$ cat src/rtl/freq_meas_ctrl.sv
// freq_meas_ctrl: gated edge-count frequency meter controller with window averaging
module freq_meas_ctrl #(
  parameter int GATE_BASE = 3125000
) (
  input  logic        mclk,
  input  logic        rst,
  input  logic        start,
  input  logic        abort,
  input  logic        cont,
  input  logic [1:0]  gate_sel,
  input  logic [1:0]  avg_sel,
  input  logic [15:0] cnt_in,
  output logic        cnt_clr,
  output logic        gate_en,
  output logic [15:0] freq,
  output logic        freq_valid,
  input  logic        freq_ack,
  output logic        ovf,
  output logic        busy
);
  typedef enum logic [2:0] {IDLE, CLEAR, GATE, SAMPLE, CALC, DONE} state_t;
  state_t state, nxt;
  logic [1:0] cfg_gate, cfg_avg;
  logic [18:0] acc;
  logic [2:0] idx, n_last;
  logic [27:0] gcnt, g_len;
  logic [22:0] r;
  logic rearm, cnt_clr_d, gate_en_d, valid_d, busy_d;
  assign g_len = 28'(GATE_BASE) << cfg_gate;
  assign n_last = 3'((4'd1 << cfg_avg) - 4'd1);
  assign r = 23'(acc >> cfg_avg) << (3'd4 - {1'b0, cfg_gate});
  assign rearm = !abort && ((state == IDLE && start) || (state == DONE && cont));
  // State and registered outputs; outputs are decoded from the next state so they align with it
  always_ff @(posedge mclk or posedge rst) begin
    if (rst) begin
      state <= IDLE;
      cnt_clr <= 1'b0;
      gate_en <= 1'b0;
      freq_valid <= 1'b0;
      busy <= 1'b0;
    end else begin
      state <= nxt;
      cnt_clr <= cnt_clr_d;
      gate_en <= gate_en_d;
      freq_valid <= valid_d;
      busy <= busy_d;
    end
  end
  // Next state; abort overrides everything, including start sampled in IDLE
  always_comb begin
    nxt = state;
    if (abort) nxt = IDLE;
    else
      case (state)
        IDLE:    nxt = start ? CLEAR : IDLE;
        CLEAR:   nxt = GATE;
        GATE:    nxt = (gcnt == g_len - 28'd1) ? SAMPLE : GATE;
        SAMPLE:  nxt = (idx == n_last) ? CALC : CLEAR;
        CALC:    nxt = DONE;
        DONE:    nxt = cont ? CLEAR : (freq_ack ? IDLE : DONE);
        default: nxt = IDLE;
      endcase
  end
  // Output decode of the upcoming state
  always_comb begin
    cnt_clr_d = nxt == CLEAR;
    gate_en_d = nxt == GATE;
    valid_d = nxt == DONE;
    busy_d = nxt != IDLE;
  end
  // Datapath: config latch, accumulation, gate timing and saturated result
  always_ff @(posedge mclk or posedge rst) begin
    if (rst) begin
      cfg_gate <= '0;
      cfg_avg <= '0;
      acc <= '0;
      idx <= '0;
      gcnt <= '0;
      freq <= '0;
      ovf <= 1'b0;
    end else begin
      if (rearm) begin
        cfg_gate <= gate_sel;
        cfg_avg <= avg_sel;
        acc <= '0;
        idx <= '0;
      end else if (state == SAMPLE && !abort) begin
        acc <= acc + 19'(cnt_in);
        idx <= idx + 3'd1;
      end
      gcnt <= (state == GATE) ? gcnt + 28'd1 : '0;
      if (state == CALC && !abort) begin
        freq <= (r > 23'hFFFF) ? 16'hFFFF : r[15:0];
        ovf <= r > 23'hFFFF;
      end
    end
  end
endmodule

$ cat config.mk
export PLATFORM = sky130hd
export DESIGN_NAME = freq_meas_ctrl
export DESIGN_NICKNAME = d
export VERILOG_FILES = /design/src/rtl/freq_meas_ctrl.sv
export SDC_FILE = /design/constraint.sdc
export NUM_CORES = 1
export LEC_CHECK = 0
export ABC_AREA = 1
export CAP_MARGIN = 10
export CELL_PAD_IN_SITES_DETAIL_PLACEMENT = 1
export CELL_PAD_IN_SITES_GLOBAL_PLACEMENT = 1
export CORE_MARGIN = 2
export CORE_UTILIZATION = 35
export CTS_CLUSTER_SIZE = 24
export DETAILED_ROUTE_END_ITERATION = 10
export MAX_ROUTING_LAYER = met4
export PLACE_DENSITY_LB_ADDON = 0.1
export SYNTH_ARGS = -nofsm -noshare
export SYNTH_HDL_FRONTEND = slang
export SYNTH_SLANG_ARGS = --single-unit
$ cat constraint.sdc
create_clock -name mclk -period 5.5 [get_ports mclk]
set_input_delay 1.1 -clock mclk [delete_from_list [all_inputs] [get_ports mclk]]
set_output_delay 1.1 -clock mclk [all_outputs]
set_load 0.01 [all_outputs]
* Word level (Yosys, flattened, before mapping)
Index checks and enable logic that the tools add are counted.
** Storage, ports and cells
- Input port bits :: 26
- Register bits :: 78
- Output and inout port bits :: 21
- Word-level logic and storage cells :: 56
** Cells by class
- Eq/ne operators :: 10
- Multiplexer cells :: 13
- $add $sub $neg :: 6
- Shifts and indexed selects :: 4
- Reductions and logical operators :: 10
- Order comparisons :: 1
** Operator list (count)
- 19-bit 2-to-1 mux :: 2
- 28-bit by 1-bit adder with 28-bit output, second input constant :: 1
- 28-bit equality test :: 1
- 28-bit 2-to-1 mux :: 1
- 22-bit by 2-bit << shifter with 28-bit output, first input constant :: 1
- 28-bit by 1-bit subtractor with 28-bit output, second input constant :: 1
- 23-bit by 16-bit greater-than comparator with 1-bit output, second input constant :: 1
- 23-bit by 3-bit << shifter with 23-bit output :: 1
- 19-bit by 2-bit right shift with 23-bit output :: 1
- 19-bit by 16-bit adder with 19-bit output :: 1
- 3-bit 2-to-1 mux :: 6
- 3-bit one-hot mux with 6 select lines :: 1
- 16-bit 2-to-1 mux :: 1
- 3-bit by 2-bit equality test with 1-bit output, second input constant :: 3
- 3-bit equality test, second input constant :: 3
- 3-bit by 1-bit equality test with 1-bit output, second input constant :: 2
- 1-bit logical AND :: 5
- 3-bit by 1-bit adder with 3-bit output, second input constant :: 1
- 3-bit equality test :: 1
- 3-bit logical NOT :: 1
- 3-bit nonzero test :: 1
- 1-bit by 2-bit << shifter with 3-bit output, first input constant :: 1
- 3-bit by 1-bit subtractor with 3-bit output, second input constant :: 1
- 3-bit by 2-bit subtractor with 3-bit output, first input constant :: 1
- other kinds (4) :: 5

* Longest topological paths before layout
Gate-level depths: netlist of the first run.
- Depth in word-level cells :: 7
- Gate-level depth with buffers :: 16
- Depth with buffers taken out :: 13

* Worst setup path before layout of the first run
OpenSTA, ideal clock, no wires.
- Kind :: input-to-reg
- Start point :: in cnt_in[0]
- End point :: reg acc[14]
- Path buffers :: 0
- Slack :: 2864 ps
- Data arrival time :: 2510 ps
- Required time :: 5374 ps
- Stages :: 13
- Library setup time :: 126 ps
- Cells stage by stage :: ha_1 inv_1 fa_1 inv_1 nand3_1 nand2_1 nand2_1 a21oi_1 nand4_1 nand2_1 nand2_1 nand2_1 o21ai_0
** Between the ends
- Cells in the longest elaborated chain, start to end :: 3
** RTL lines
- from (decl) :: line 12 : input logic [15:0] cnt_in,
- 19-bit by 16-bit adder with 19-bit output :: line 88 : acc <= acc + 19'(cnt_in);
- 19-bit 2-to-1 mux :: line 87 : end else if (state == SAMPLE && !abort) begin
- 19-bit 2-to-1 mux :: line 82 : if (rearm) begin
- to (signal assigned) :: line 88
- to (decl) :: line 24 : logic [18:0] acc;
No other way between the ends. The select of a mux whose other input is x is not followed.
A chain may end at the register's enable or synchronous reset.

* Final worst setup path of the first run
- Start point :: reg cfg_gate[0]
- End point :: reg freq[15]
** Between the ends
- Cells in the longest elaborated chain, start to end :: 4
** RTL lines
- from (decl) :: line 23 : logic [1:0] cfg_gate, cfg_avg;
- from (signal assigned) :: line 83 : cfg_gate <= gate_sel;
- 3-bit by 2-bit subtractor with 3-bit output (*) :: line 31 : assign r = 23'(acc >> cfg_avg) << (3'd4 - {1'b0, cfg_gate});
- 23-bit by 3-bit << shifter with 23-bit output (*) :: line 31
- 23-bit by 16-bit greater-than comparator with 1-bit output :: line 93 : freq <= (r > 23'hFFFF) ? 16'hFFFF : r[15:0];
- 16-bit 2-to-1 mux (*) :: line 93
- to (signal assigned) :: line 93
- to (decl) :: line 15 : output logic [15:0] freq,
Every way passes the cells marked *; elsewhere a longest branch is shown, timed or not.

==> results of run 1 <==
[metrics by stage]
| stage | setup slack, ps | hold slack [ps] | power (uW) | utilization (%) |
|---|---|---|---|---|
| floorplan | 2400 | 432 | 1250 | - |
| global placement | 1930 | 455 | 1440 | 39.2 |
| detailed placement | 1730 | 457 | 1450 | 39.2 |
| CTS | 1710 | 470 | 2140 | 41.1 |
| global route | 1250 | 491 | 2260 | 41.1 |
| finish | 1710 | 464 | 2110 | 41.1 |
[power by group through the flow]
stage | clock [uW] | combinational, uW | sequential (uW)
2_1_floorplan | 0 | 577 | 673
3_3_place_gp | 0 | 740 | 696
3_5_place_dp | 0 | 755 | 698
4_1_cts | 687 | 763 | 688
5_1_grt | 707 | 858 | 700
6_report | 670 | 757 | 688
[kinds of logic (layout without fill, tap and decap cells)]
group | after synthesis | count (layout)
AO/OA/AOI/OAI | 117 | 117
XOR/XNOR | 25 | 25
adder cells (fa/ha/maj) | 27 | 27
buffers and inverters | 104 | 139
flip-flops | 78 | 78
multiplexers | 6 | 6
AND/OR/NAND/NOR | 485 | 485
[how the worst max path moves through the flow]
stage / slack, ps / cells after the start / to
final: 1710 / 9 / freq[15]
after CTS: 1710 / 9 / freq[15]
after global placement: 1930 / 9 / freq[15]
after global routing: 1250 / 9 / freq[11]
after detailed placement: 1730 / 9 / freq[15]
after floorplan: 2400 / 1 / acc[0]
[flip-flops by register name (all words and copies together) (netlist names)]
register	flops
gcnt	28
cfg_avg	2
ovf	1
cfg_gate	2
idx	3
cnt_clr	1
acc	19
gate_en	1
freq	16
state	3
busy	1
freq_valid	1
[worst reg2reg max path, stage by stage, from the launching register on]
cell and delay [ps]:
dfrtp_1 820, inv_1 590, ha_1 890, inv_1 400, o21ai_0 330, nand2_1 130
nor2_4 150, nand2_2 80, nand2_4 190, nand2_1 90
[layout make-up]
class	instances	area, um^2
Clock inverter	3	67.6
Fill cell	2112	9730
Tap cell	220	275
Inverter	75	288
Timing Repair Buffer	49	483
Clock buffer	12	256
Sequential cell	78	1950
Multi-Input combinational cell	660	3480
[placed cells by master (no fill, tap or decap), drive strengths merged, types with 2 or more instances in the layout]
cell type      instances
a21boi                 2
a21o                   2
a21oi                 40
buf                    3
bufinv                 2
clkbuf                12
clkdlybuf4s50         46
clkinv                 2
dfrtp                 78
ha                    26
inv                   73
mux2i                  6
nand2                214
nand3                124
nand3b                 2
nand4                 18
nor2                  87
nor3                  22
nor3b                  2
nor4                   6
o211ai                 8
o21a                   2
o21ai                 55
o22ai                  4
or2                    9
xnor2                 15
xor2                  10
[metal layers]
metal | up-vias | GRT usage, % | wire length (um)
met5 | - | - | 0
met3 | 20 | 3.59 | 533
li1 | 2870 | - | -
met1 | 2801 | 26.7 | 8340
met4 | 0 | 6.21 | 246
met2 | 65 | 37.0 | 8900
==> flow_summary_export.csv, run 1 <==
group,metric,value,unit
run_status,status,"complete, no violations",
job,cap_violations,0,
power_and_ir_drop,p_int,1320,uW
timing,min_period,3790,ps
worst_hold_path,hp-class,"flop to flop",
timing,fin_skew,5.94,ps
clocking,insertion_delay,350,ps
timing,fin_crit_sh,68.9,%
global_route,first_global_vias,6181,
timing,slew-limit-headroom,34.1,%
worst_setup_path,slowest_delay,880,ps
routing,post_drt_wl_per_cell,16.4,um
timing,hold_viol,0,
timing,fmax,264,MHz
worst_setup_path,crit_chain,"inv_1 -> ha_1 -> inv_1 -> o21ai_0 -> nand2_1 -> nor2_4 -> nand2_2 -> nand2_4 -> nand2_1",
placed_design,dp_hpwl,13.8,mm
timing,worstMarginPinSlew,987,ps
synth,synth_edf_count,0,
synth,synth_ff_type,"dfrtp_1",
synth,synth_xor_area_share,3.71,%
synth,ys_warn_count,0,
placed_design,numPlacedInstances,1082,
worst_setup_path,reg2reg_from,"cfg_gate[0]",
routing,via_per_inst,5.25,
layout,layout-drive-gt1-share,6.50,%
placed_design,port_buffers,46,
synth,synth-compound-area-share,10.8,%
global_route,grt.overflow.total,0,
layout,area_growth,15.3,%
clocking,hold_buffers,0,
worst_setup_path,worstPathRequired,5720,ps
synth,synth_common_cells,"194 x nand2_1, 121 x nand3_1, 84 x nor2_1, 78 x dfrtp_1, 72 x inv_1",
worst_setup_path,critPathKind,"flop to flop",
power_and_ir_drop,p_clk_share,31.7,%
routing,drcViolationCount,0,
synth,syn_nets,895,
worst_hold_path,holdPathEnd,"gcnt[0]",
synth,synth_seq_cells,78,
synth,synth.mux.area_fraction,1.02,%
routing,firstDrtPassIters,4,
worst_setup_path,reg2reg_slack,1710,ps
routing,wirelength,18.0,mm
global_route,grt_usage,21.8,%
synth,synth_top_area_share,33.1,%
layout,design_area,6800,um^2
worst_setup_path,cp_top_family,"buffers and inverters",
worst_hold_path,min_delay_path_depth,1,
layout,final_cells,1097,
power_and_ir_drop,peakVddDrop,0.182,mV
global_route,grt_pass1_wl,30.6,mm
clocking,cts.sinks,78,
worst_setup_path,cp-end-kind,"flop",
worst_setup_path,reg2reg_to,"freq[15]",
worst_setup_path,cp.buffers_inverters,2,
synth,netlist_area,5900,um^2
worst_setup_path,critPathSlowestCell,"ha_1",
placed_design,gp_congestion,0.880,
clocking,cts_root_buf,"clkbuf_16",
clocking,htreeDepth,3,
floorplan,fp.coreArea,16500,um^2
synth,synth_cell_types,46,
floorplan,start_util,35.7,%
synth,yosys.area.top_type,"dfrtp_1",
synth,synth.area.top_cells,"dfrtp_1 33%, nand2_1 12%, nand3_1 10%",
synth,netlist_instances,842,
worst_setup_path,cp_data_arrival_time,4010,ps
clocking,clk_pin_slew,60,ps
clocking,post_cts_buffers,0,
worst_setup_path,cp-start-kind,"flop",
global_route,antenna_found_initial,0,
placed_design,placed_area,6470,um^2
clocking,max-clock-path-buffers,2,
timing,drv_slew,0,
power_and_ir_drop,p_sw,792,uW
clocking,ctsResizeCount,0,
power_and_ir_drop,power_frac_seq,32.5,%
layout,diodes,0,
synth,synthMostInstantiatedCell,"nand2_1",
routing,drt_iter0_markers,219,
floorplan,placementRows,47,
power_and_ir_drop,combPwrFrac,35.8,%
worst_setup_path,critPathLaunch,"cfg_gate[0]",
synth,synth_area_per_cell,7.00,um^2
power_and_ir_drop,p_per_area,311,nW/um^2
power_and_ir_drop,p_leak,0.00319,uW
synth,yosys.area_share.adder,5.85,%
floorplan,fp.dieW,134,um
floorplan,design.die.area,17900,um^2
routing,dr_total_vias,5756,
synth,synth_top_family_by_area,"simple AND/OR/NAND/NOR gates",
floorplan,die_y,134,um
layout,nets,926,
timing,setup_viol_count_final,0,
timing,tns,0,ps
routing,ant_nets,0,
worst_setup_path,crit_fanout,26,
floorplan,ios,47,
synth,async_flop_share,100,%
clocking,cts_buffers,9,
power_and_ir_drop,p_sw_share,37.5,%
clocking,cts_tree,"built",
synth,synth-simple-area-share,37.6,%
timing,rsz0062_at_grt,"false",
global_route,grt_start_max_net_pins,53,
worst_hold_path,hp-start,"gcnt[0]",
synth,seq_area_frac_synth,33.1,%
worst_setup_path,rr_worst_depth,9,
Power figures use the tool's default switching activity.
==> run 2: changes to the inputs <==
Clock period 5.5 ns to 3.6 ns, I/O delays scaled along.
==> run 2 against run 1 <==
Effect of this change: first-iteration DRC count decreased by 4.1%; total power grew 48%; critical path depth grew 5; via count rose by 0.36%; clock skew up 4.0 ps; register-to-register slack lost 720 ps; wire length decreased by 1.4%; sequential power rose by 48%; setup slack worse by 800 ps; final area rose by 0.17%; sequential cell count is the same; hold slack better by 9.2 ps; critical path type is now primary input to flop.
==> flow_summary_export.csv, run 2 (synthesized netlist as in run 1, its figures left out) <==
group,metric,value,unit
floorplan,ios,47,
clocking,ctsResizeCount,0,
floorplan,design.die.area,17900,um^2
timing,fin_crit_sh,74.6,%
placed_design,gp_congestion,0.850,
layout,top_regs,"gcnt x28, acc x19, freq x16",
global_route,grt.overflow.total,0,
timing,fin_skew,9.97,ps
layout,diodes,0,
routing,ant_nets,0,
clocking,cts.sinks,78,
power_and_ir_drop,p_leak,0.00320,uW
floorplan,start_util,35.7,%
worst_hold_path,hp-class,"flop to flop",
timing,setup_ws,914,ps
global_route,first_global_vias,6266,
clocking,hold_buffers,0,
routing,post_drt_wl_per_cell,16.1,um
global_route,grt_usage,21.9,%
clocking,clk_pin_slew,60,ps
timing,tns,0,ps
power_and_ir_drop,p_per_area,460,nW/um^2
timing,fmax,372,MHz
floorplan,die_y,134,um
layout,layout-drive-gt1-share,7.14,%
clocking,cts_buffers,9,
power_and_ir_drop,total_power,3130,uW
global_route,grt_pass1_wl,30.9,mm
routing,dr_total_vias,5777,
floorplan,fp.dieW,134,um
job,cap_violations,0,
timing,setup_viol_count_final,0,
power_and_ir_drop,peakVddDrop,0.245,mV
layout,largest_register_ffs,28,
clocking,max-clock-path-buffers,2,
worst_setup_path,worstPathRequired,3830,ps
clocking,post_cts_buffers,0,
layout,nets,932,
layout,mostFrequentLayoutCell,"nand2_1",
layout,fill_cells,2092,
clocking,htreeDepth,3,
timing,rsz0062_at_grt,"false",
placed_design,port_buffers,46,
layout,largest_register,"gcnt",
timing,min_period,2690,ps
routing,drcViolationCount,0,
placed_design,placed_area,6530,um^2
layout,ff_latch_area,1950,um^2
layout,final_cell_mix,"194 x nand2_1, 121 x nand3_1, 84 x nor2_1",
routing,wirelength,17.8,mm
layout,multiInputGateArea,3480,um^2
floorplan,fp.coreArea,16500,um^2
timing,drv_slew,0,
worst_setup_path,cp-start-kind,"primary input",
layout,design_area,6810,um^2
global_route,antenna_found_initial,0,
routing,drt_iter0_markers,210,
routing,firstDrtPassIters,4,
clocking,cts_root_buf,"clkbuf_16",
routing,via_per_inst,5.24,
clocking,cts_tree,"built",
placed_design,dp_slack,592,ps
clocking,insertion_delay,350,ps
worst_setup_path,cp_data_arrival_time,2920,ps
timing,worstMarginPinSlew,893,ps
timing,hold_slack,473,ps
timing,hold_viol,0,
timing,slew-limit-headroom,40.5,%
layout,area_growth,15.5,%
placed_design,dp_hpwl,13.7,mm
run_status,status,"complete, no violations",
worst_setup_path,cp-end-kind,"flop",
global_route,grt_start_max_net_pins,78,
worst_setup_path,crit_fanout,4,
worst_setup_path,critPathKind,"primary input to flop",
floorplan,placementRows,47,
==> run 2: cell types whose count changed in the layout (fill, tap and decap cells not counted), sizes merged <==
cell    previous run  this run
buf                3         9
clkbuf            12         9
bufinv             2         1
clkinv             2         5
==> run 2: final timing paths <==
path | startpoint | end | slack, ps | cells past startpoint
setup reg to reg | cfg_gate[0] | cnt_clr | 990 | 11
hold reg to reg | gcnt[0] | gcnt[0] | 470 | 1
setup / recovery | cnt_in[0] | acc[14] | 910 | 14
min in group asynchronous | rst | cnt_clr | 530 | 2
hold / removal | gcnt[0] | gcnt[0] | 470 | 1
max in group asynchronous | rst | ovf | 2430 | 3
==> run 2: metal layers <==
metal	wire, um	part of all wire, %	up-vias	track usage, %
met5	0	0	-	-
met4	121	0.68	0	6.09
met3	246	1.4	9	2.53
met2	8680	49	57	36.4
met1	8730	49	2828	28.4
li1	-	-	2883	-
==> run 2: through the flow <==
step,cells,utilization [%]
floorplan,842,-
global placement,1088,39.5
detailed placement,1088,39.5
CTS,1102,41.2
global route,1102,41.2
finish,1102,41.2
==> run 2: cell type report <==
cell class,instances,area share [%]
Tap cell,220,4.04
Clock buffer,9,3.31
Inverter,75,4.23
Clock inverter,5,0.772
Sequential cell,78,28.7
Multi-Input combinational cell,660,51.1
Timing Repair Buffer,55,7.94
==> run 2: worst max-delay path: stages <==
cell and delay (ps):
clkdlybuf4s50_1 460, ha_1 210, inv_1 70, fa_1 410, inv_1 70, nand3_1 60, nand2_1 160, nand2_1 100
a21oi_1 250, nand4_1 130, nand2_1 110, nand2_1 50, nand2_1 50, o21ai_0 60
==> run 2: report_power, final <==
part           switching [uW]  internal [uW]
logic                     753            450
clock network             378            526
registers                77.4            947
total                    1210           1920
==> run 3: changes to the inputs <==
Clock period 3.6 ns to 2.4 ns, I/O delays scaled along.
==> run 3 against run 2 <==
Effect of this change: hold slack worse by 4.0 ps; register-to-register slack worse by 790 ps; core utilization is 1.2 points higher; wire length is 0.91% higher; setup slack worse by 740 ps; clock skew is 6.4 ps lower; die area stayed put; total power is 57% higher; first-iteration DRC count is 7.6% higher; clock-buffer cell count is 2 higher; sequential share of layout area is 0.82 points lower; combinational power is 57% higher.
==> flow_summary_export.csv, run 3 (synthesized netlist as in run 1, its figures left out) <==
group,metric,value,unit
global_route,grt_start_max_net_pins,79,
timing,min_period,2220,ps
layout,largest_register_ffs,28,
routing,ant_nets,0,
clocking,cts.sinks,78,
placed_design,gp_congestion,0.821,
clocking,max-clock-path-buffers,2,
global_route,antenna_found_initial,0,
layout,ff_latch_area,1950,um^2
layout,largest_register,"gcnt",
routing,dr_total_vias,5841,
global_route,grt_pass1_wl,31.2,mm
clocking,clk_pin_slew,60,ps
floorplan,die_y,134,um
timing,fin_crit_sh,92.6,%
worst_setup_path,critPathKind,"primary input to flop",
routing,wirelength,17.9,mm
worst_setup_path,worstPathRequired,2630,ps
run_status,status,"complete, no violations",
placed_design,numPlacedInstances,1106,
placed_design,dp_hpwl,14.1,mm
global_route,first_global_vias,6306,
worst_setup_path,cp-end-kind,"flop",
layout,final_cell_mix,"193 x nand2_1, 120 x nand3_1, 84 x nor2_1",
layout,nets,950,
routing,drt_iter0_markers,226,
timing,fmax,450,MHz
timing,worstMarginPinSlew,517,ps
timing,hold_viol,0,
layout,final_cells,1122,
floorplan,fp.dieW,134,um
placed_design,placed_area,6670,um^2
worst_setup_path,crit_fanout,4,
timing,drv_slew,0,
clocking,htreeDepth,3,
routing,post_drt_wl_per_cell,16.0,um
layout,layout-drive-gt1-share,9.65,%
power_and_ir_drop,p_leak,0.00331,uW
clocking,cts_buffers,9,
timing,tns,0,ps
layout,multiInputGateArea,3490,um^2
timing,rsz0062_at_grt,"true",
clocking,cts_root_buf,"clkbuf_16",
worst_setup_path,critPathSlowestCell,"clkdlybuf4s50_1",
floorplan,fp.coreArea,16500,um^2
worst_setup_path,cp_data_arrival_time,2460,ps
layout,top_regs,"gcnt x28, acc x19, freq x16",
routing,drcViolationCount,0,
layout,fin_util,42.4,%
power_and_ir_drop,p_per_area,701,nW/um^2
worst_setup_path,crit_chain,"clkdlybuf4s50_1 -> ha_2 -> inv_1 -> fa_2 -> inv_1 -> nand3_1 -> nand2_2 -> nand4_1 -> nand3_2 -> nand2_1 -> o211ai_1 -> nand3_1 -> nand2_1 -> nor2_1",
clocking,cts_tree,"built",
power_and_ir_drop,peakVddDrop,0.408,mV
routing,firstDrtPassIters,4,
worst_setup_path,cp-start-kind,"primary input",
floorplan,design.die.area,17900,um^2
layout,area_growth,18.9,%
layout,mostFrequentLayoutCell,"nand2_1",
timing,slew-limit-headroom,65.2,%
worst_hold_path,hp-class,"flop to flop",
timing,setup_viol_count_final,0,
floorplan,start_util,35.7,%
timing,fin_skew,3.53,ps
power_and_ir_drop,total_power,4920,uW
layout,diodes,0,
placed_design,port_buffers,46,
routing,via_per_inst,5.21,
clocking,insertion_delay,340,ps
global_route,grt.overflow.total,0,
worst_setup_path,slowest_delay,470,ps
layout,design_area,7010,um^2
global_route,grt_usage,22.1,%
clocking,post_cts_buffers,0,
floorplan,ios,47,
layout,fill_cells,2143,
job,cap_violations,0,
floorplan,placementRows,47,
## run 3: changes by cell type in the layout (fill, tap and decap cells not counted), moves of 2 or more
cell      delta
buf_4       +18
ha_1         -2
clkinv_2     -3
clkinv_4     +2
ha_2         +2
## run 3: power by group
part           internal, uW  leakage (uW)  switching, uW
sequential             1420       0.00105           94.6
clock                   942      0.000160            580
combinational           720       0.00210           1160
## run 3: area by class of cell
| cell class | instances | area share (%) |
|---|---|---|
| clock buffer | 11 | 3.46 |
| clock inverter | 5 | 1.18 |
| inverter | 75 | 4.14 |
| multi-input combinational | 660 | 49.8 |
| sequential | 78 | 27.8 |
| tap | 220 | 3.93 |
| timing repair buffer | 73 | 9.64 |
## run 3: final timing paths
check,start,to,slack (ps),depth (start not counted)
min reg2reg,gcnt[0],gcnt[0],470,1
max,cnt_in[0],acc[16],180,14
max in group asynchronous,rst,cfg_avg[0],1410,3
max reg2reg,cfg_gate[1],freq[11],200,12
min,gcnt[0],gcnt[0],470,1
min in group asynchronous,rst,freq_valid,570,3
## run 3: metal layers
layer | global-route usage, % | vias to the layer above | share of wire, %
met3 | 3.59 | 18 | 2.7
met1 | 27.2 | 2853 | 46
met2 | 37.8 | 61 | 50
met4 | 5.38 | 0 | 1.5
li1 | - | 2909 | -
met5 | - | - | 0
## run 3: through the flow
stage	setup WS (ps)	hold slack, ps
6_report	177	469
5_1_grt	-12.9	498
4_1_cts	44.1	469
3_5_place_dp	-310	461
3_3_place_gp	-180	451
2_1_floorplan	86.9	432
## run 3: what timing repair did
item,CTS,global route
hold buffers,0,0
endpoints found under the setup margin,0,6
resized for setup,0,5
## run 3: worst max-delay path, delay by kind of cell
family / cells / cell delay [ps]
AO/OA/AOI/OAI: 1 / 150
adder cells (fa/ha/maj): 2 / 530
buffers and inverters: 3 / 590
AND/OR/NAND/NOR: 8 / 700
==> variant (settings of run 3) <==
The 6 states of `state_t` get a one-hot encoding in 6 bits.
--- a/src/rtl/freq_meas_ctrl.sv
+++ b/src/rtl/freq_meas_ctrl.sv
@@ -18,7 +18,7 @@
   output logic        ovf,
   output logic        busy
 );
-  typedef enum logic [2:0] {IDLE, CLEAR, GATE, SAMPLE, CALC, DONE} state_t;
+  typedef enum logic [5:0] {IDLE = 6'b000001, CLEAR = 6'b000010, GATE = 6'b000100, SAMPLE = 6'b001000, CALC = 6'b010000, DONE = 6'b100000} state_t;
   state_t state, nxt;
   logic [1:0] cfg_gate, cfg_avg;
   logic [18:0] acc;
Behaviour: no difference found for any inputs over 10 cycles, from zero or initial values and one cycle with rst high; not proved beyond that.
==> variant against run 3 <==
- largest power group unchanged
- clock skew rose by 0.0050 ns
- setup slack improved by 0.035 ns
- sequential share of layout area barely moved
- wire length rose by 2.4%
- power fell by 11%
- sequential cell count rose by 3
- area after synthesis rose by 1.6%
- global-route usage fell by 0.17 points
- design area rose by 3.8%
==> variant: results (changes against run 3) <==
----------------------------------------------------
[Global routing]
  Wire length of the first global-routing pass ... 30930 um (-1.0%)
  Pin count of the biggest net entering global routing ... 34 (-57%)
  Global router's overall resource usage ... 0.2189 (-0.001748)
  Vias in the first global route ... 6155 (-2.4%)

[Synth]
  Adder-Cell Fraction of Synth Area ... 0.05973 (+0.001184)
  Cell types with the highest counts after synthesis ... nand2_1 (203), nand3_1 (112), dfrtp_1 (80)
  Area fraction in compound gates after synthesis ... 0.1251 (+0.01713)
  Count of different cell masters after synthesis ... 50 (+8.7%)
  Synth Area in XOR/XNOR ... 0.03801 (+0.0008882)
  Multiplexer share of the synthesized area ... 0.006683 (-0.003499)
  Synth area leaders ... dfrtp_1 (33%), nand2_1 (13%), nand3_1 (9.4%)
  Net count after synthesis ... 897 (+0.22%)
  Register area share after synthesis ... 0.3386 (+0.007626)

[Worst setup path]
  Count of cells along the worst register-to-register path ... 11 (-1)
  Critical path endpoint ... acc[14]
  Arrival time worst endpoint ... 2.41 ns (-0.05 ns)
  Endpoint of the worst-slack reg-to-reg timing path ... freq[5]
  Launching element of the worst setup path ... cnt_in[0]
  Maximum fanout along the worst path ... 3 (-1)
  Kind of cell adding the most delay to the critical path ... buffers and inverters
  Cell with the largest stage delay on the worst path ... clkdlybuf4s50_1
  FF-to-FF setup slack ... 0.32 ns (+0.12 ns)
  Maximum single-stage delay on the critical path ... 0.46 ns

[Layout]
  Fraction of final layout cells with drive strength greater than 1 ... 0.1184 (+0.02195)
  Repair and plain buffers ... 97 (+33%)
  Clock buffer count in the final layout ... 12 (+1)
  Logic inverters ... 73 (-2.7%)
  Clock distribution area overhead in the final layout ... 0.03955 (-0.006858)
  Sequential cell count ... 81 (+3.8%)
  Proportion of cell area occupied by multi-input gates ... 0.4845 (-0.01360)
  Non-clock buffers, area share ... 0.1198 (+0.02346)
  Number of multi-input combinational cells in the layout ... 662 (+0.30%)
  Total number of nets in the final design ... 978 (+2.9%)
  Filler cell count in the final layout ... 2113 (-1.4%)
  Sequential cell area ... 2028 sq um (+3.9%)

[Drt]
  Ratio of routed vias to standard cells ... 5.220 (+0.27%)
  Routed Wire Length ... 18370 um (+2.4%)
  Starting DRC count in detailed routing ... 278 (+23%)
  Detailed Routing Iterations Pass 1 ... 4 (unchanged)

[Power]
  Leak ... 3.461 nW (+4.5%)
  Power share of the clock group ... 0.316 (+0.006)
  Comb power ... 0.00157 W (-16%)
  Power in the clock group ... 0.00139 W (-9%)
  Net switching component of the power ... 0.001612 W (-12%)
  Worst VDD drop ... 357.4 uV (-12%)

[Placed design]
  Gp weighted congestion ... 0.8889 (+8.3%)
  Post-detail-place hpwl ... 14680 um (+4.5%)

[Clock tree]
  Number of levels in the clock H-tree ... 3 (unchanged)
  Number of buffers created by CTS ... 9 (unchanged)
  Library cell used as clock root buffer ... clkbuf_16

[Hold path]
  Worst Min Path Start ... gcnt[0]

[Status]
  Outcome ... completed

[STA]
  Final setup skew ... 0.008561 ns (+0.005034 ns)
  Relative slew slack ... 0.6312 (-0.02098)

[Job]
  Number of max-cap violations ... 0 (unchanged)

----------------------------------------------------
## variant: cell types whose count changed after synthesis, sizes merged, moves of 5 or more
cell | before | now
nand4 | 18 | 12
nand2 | 214 | 220
xor2 | 10 | 16
xnor2 | 15 | 10
o21ai | 55 | 60
nor2 | 87 | 82
nand3 | 124 | 118
## variant: per-stage QoR
step | instance area (sq um) | setup slack [ns] | instances | util | hold slack (ns)
finish | 7277 | 0.2115 | 1149 | 0.4373 | 0.4665
detailed placement | 6978 | -0.2522 | 1133 | 0.4193 | 0.4700
floorplan | 6022 | 0.01054 | 843 | - | 0.4329
global route | 7277 | 0.01464 | 1149 | 0.4373 | 0.5018
global placement | 6978 | -0.1800 | 1133 | 0.4193 | 0.4472
CTS | 7266 | 0.1222 | 1149 | 0.4366 | 0.4785
## variant: per-layer routing
layer,share of wire,vias up,global-route usage
met2,0.45,91,0.3359
met4,0.0089,0,0.04912
met5,0,-,-
li1,-,2985,-
met3,0.029,12,0.02853
met1,0.51,2910,0.3090
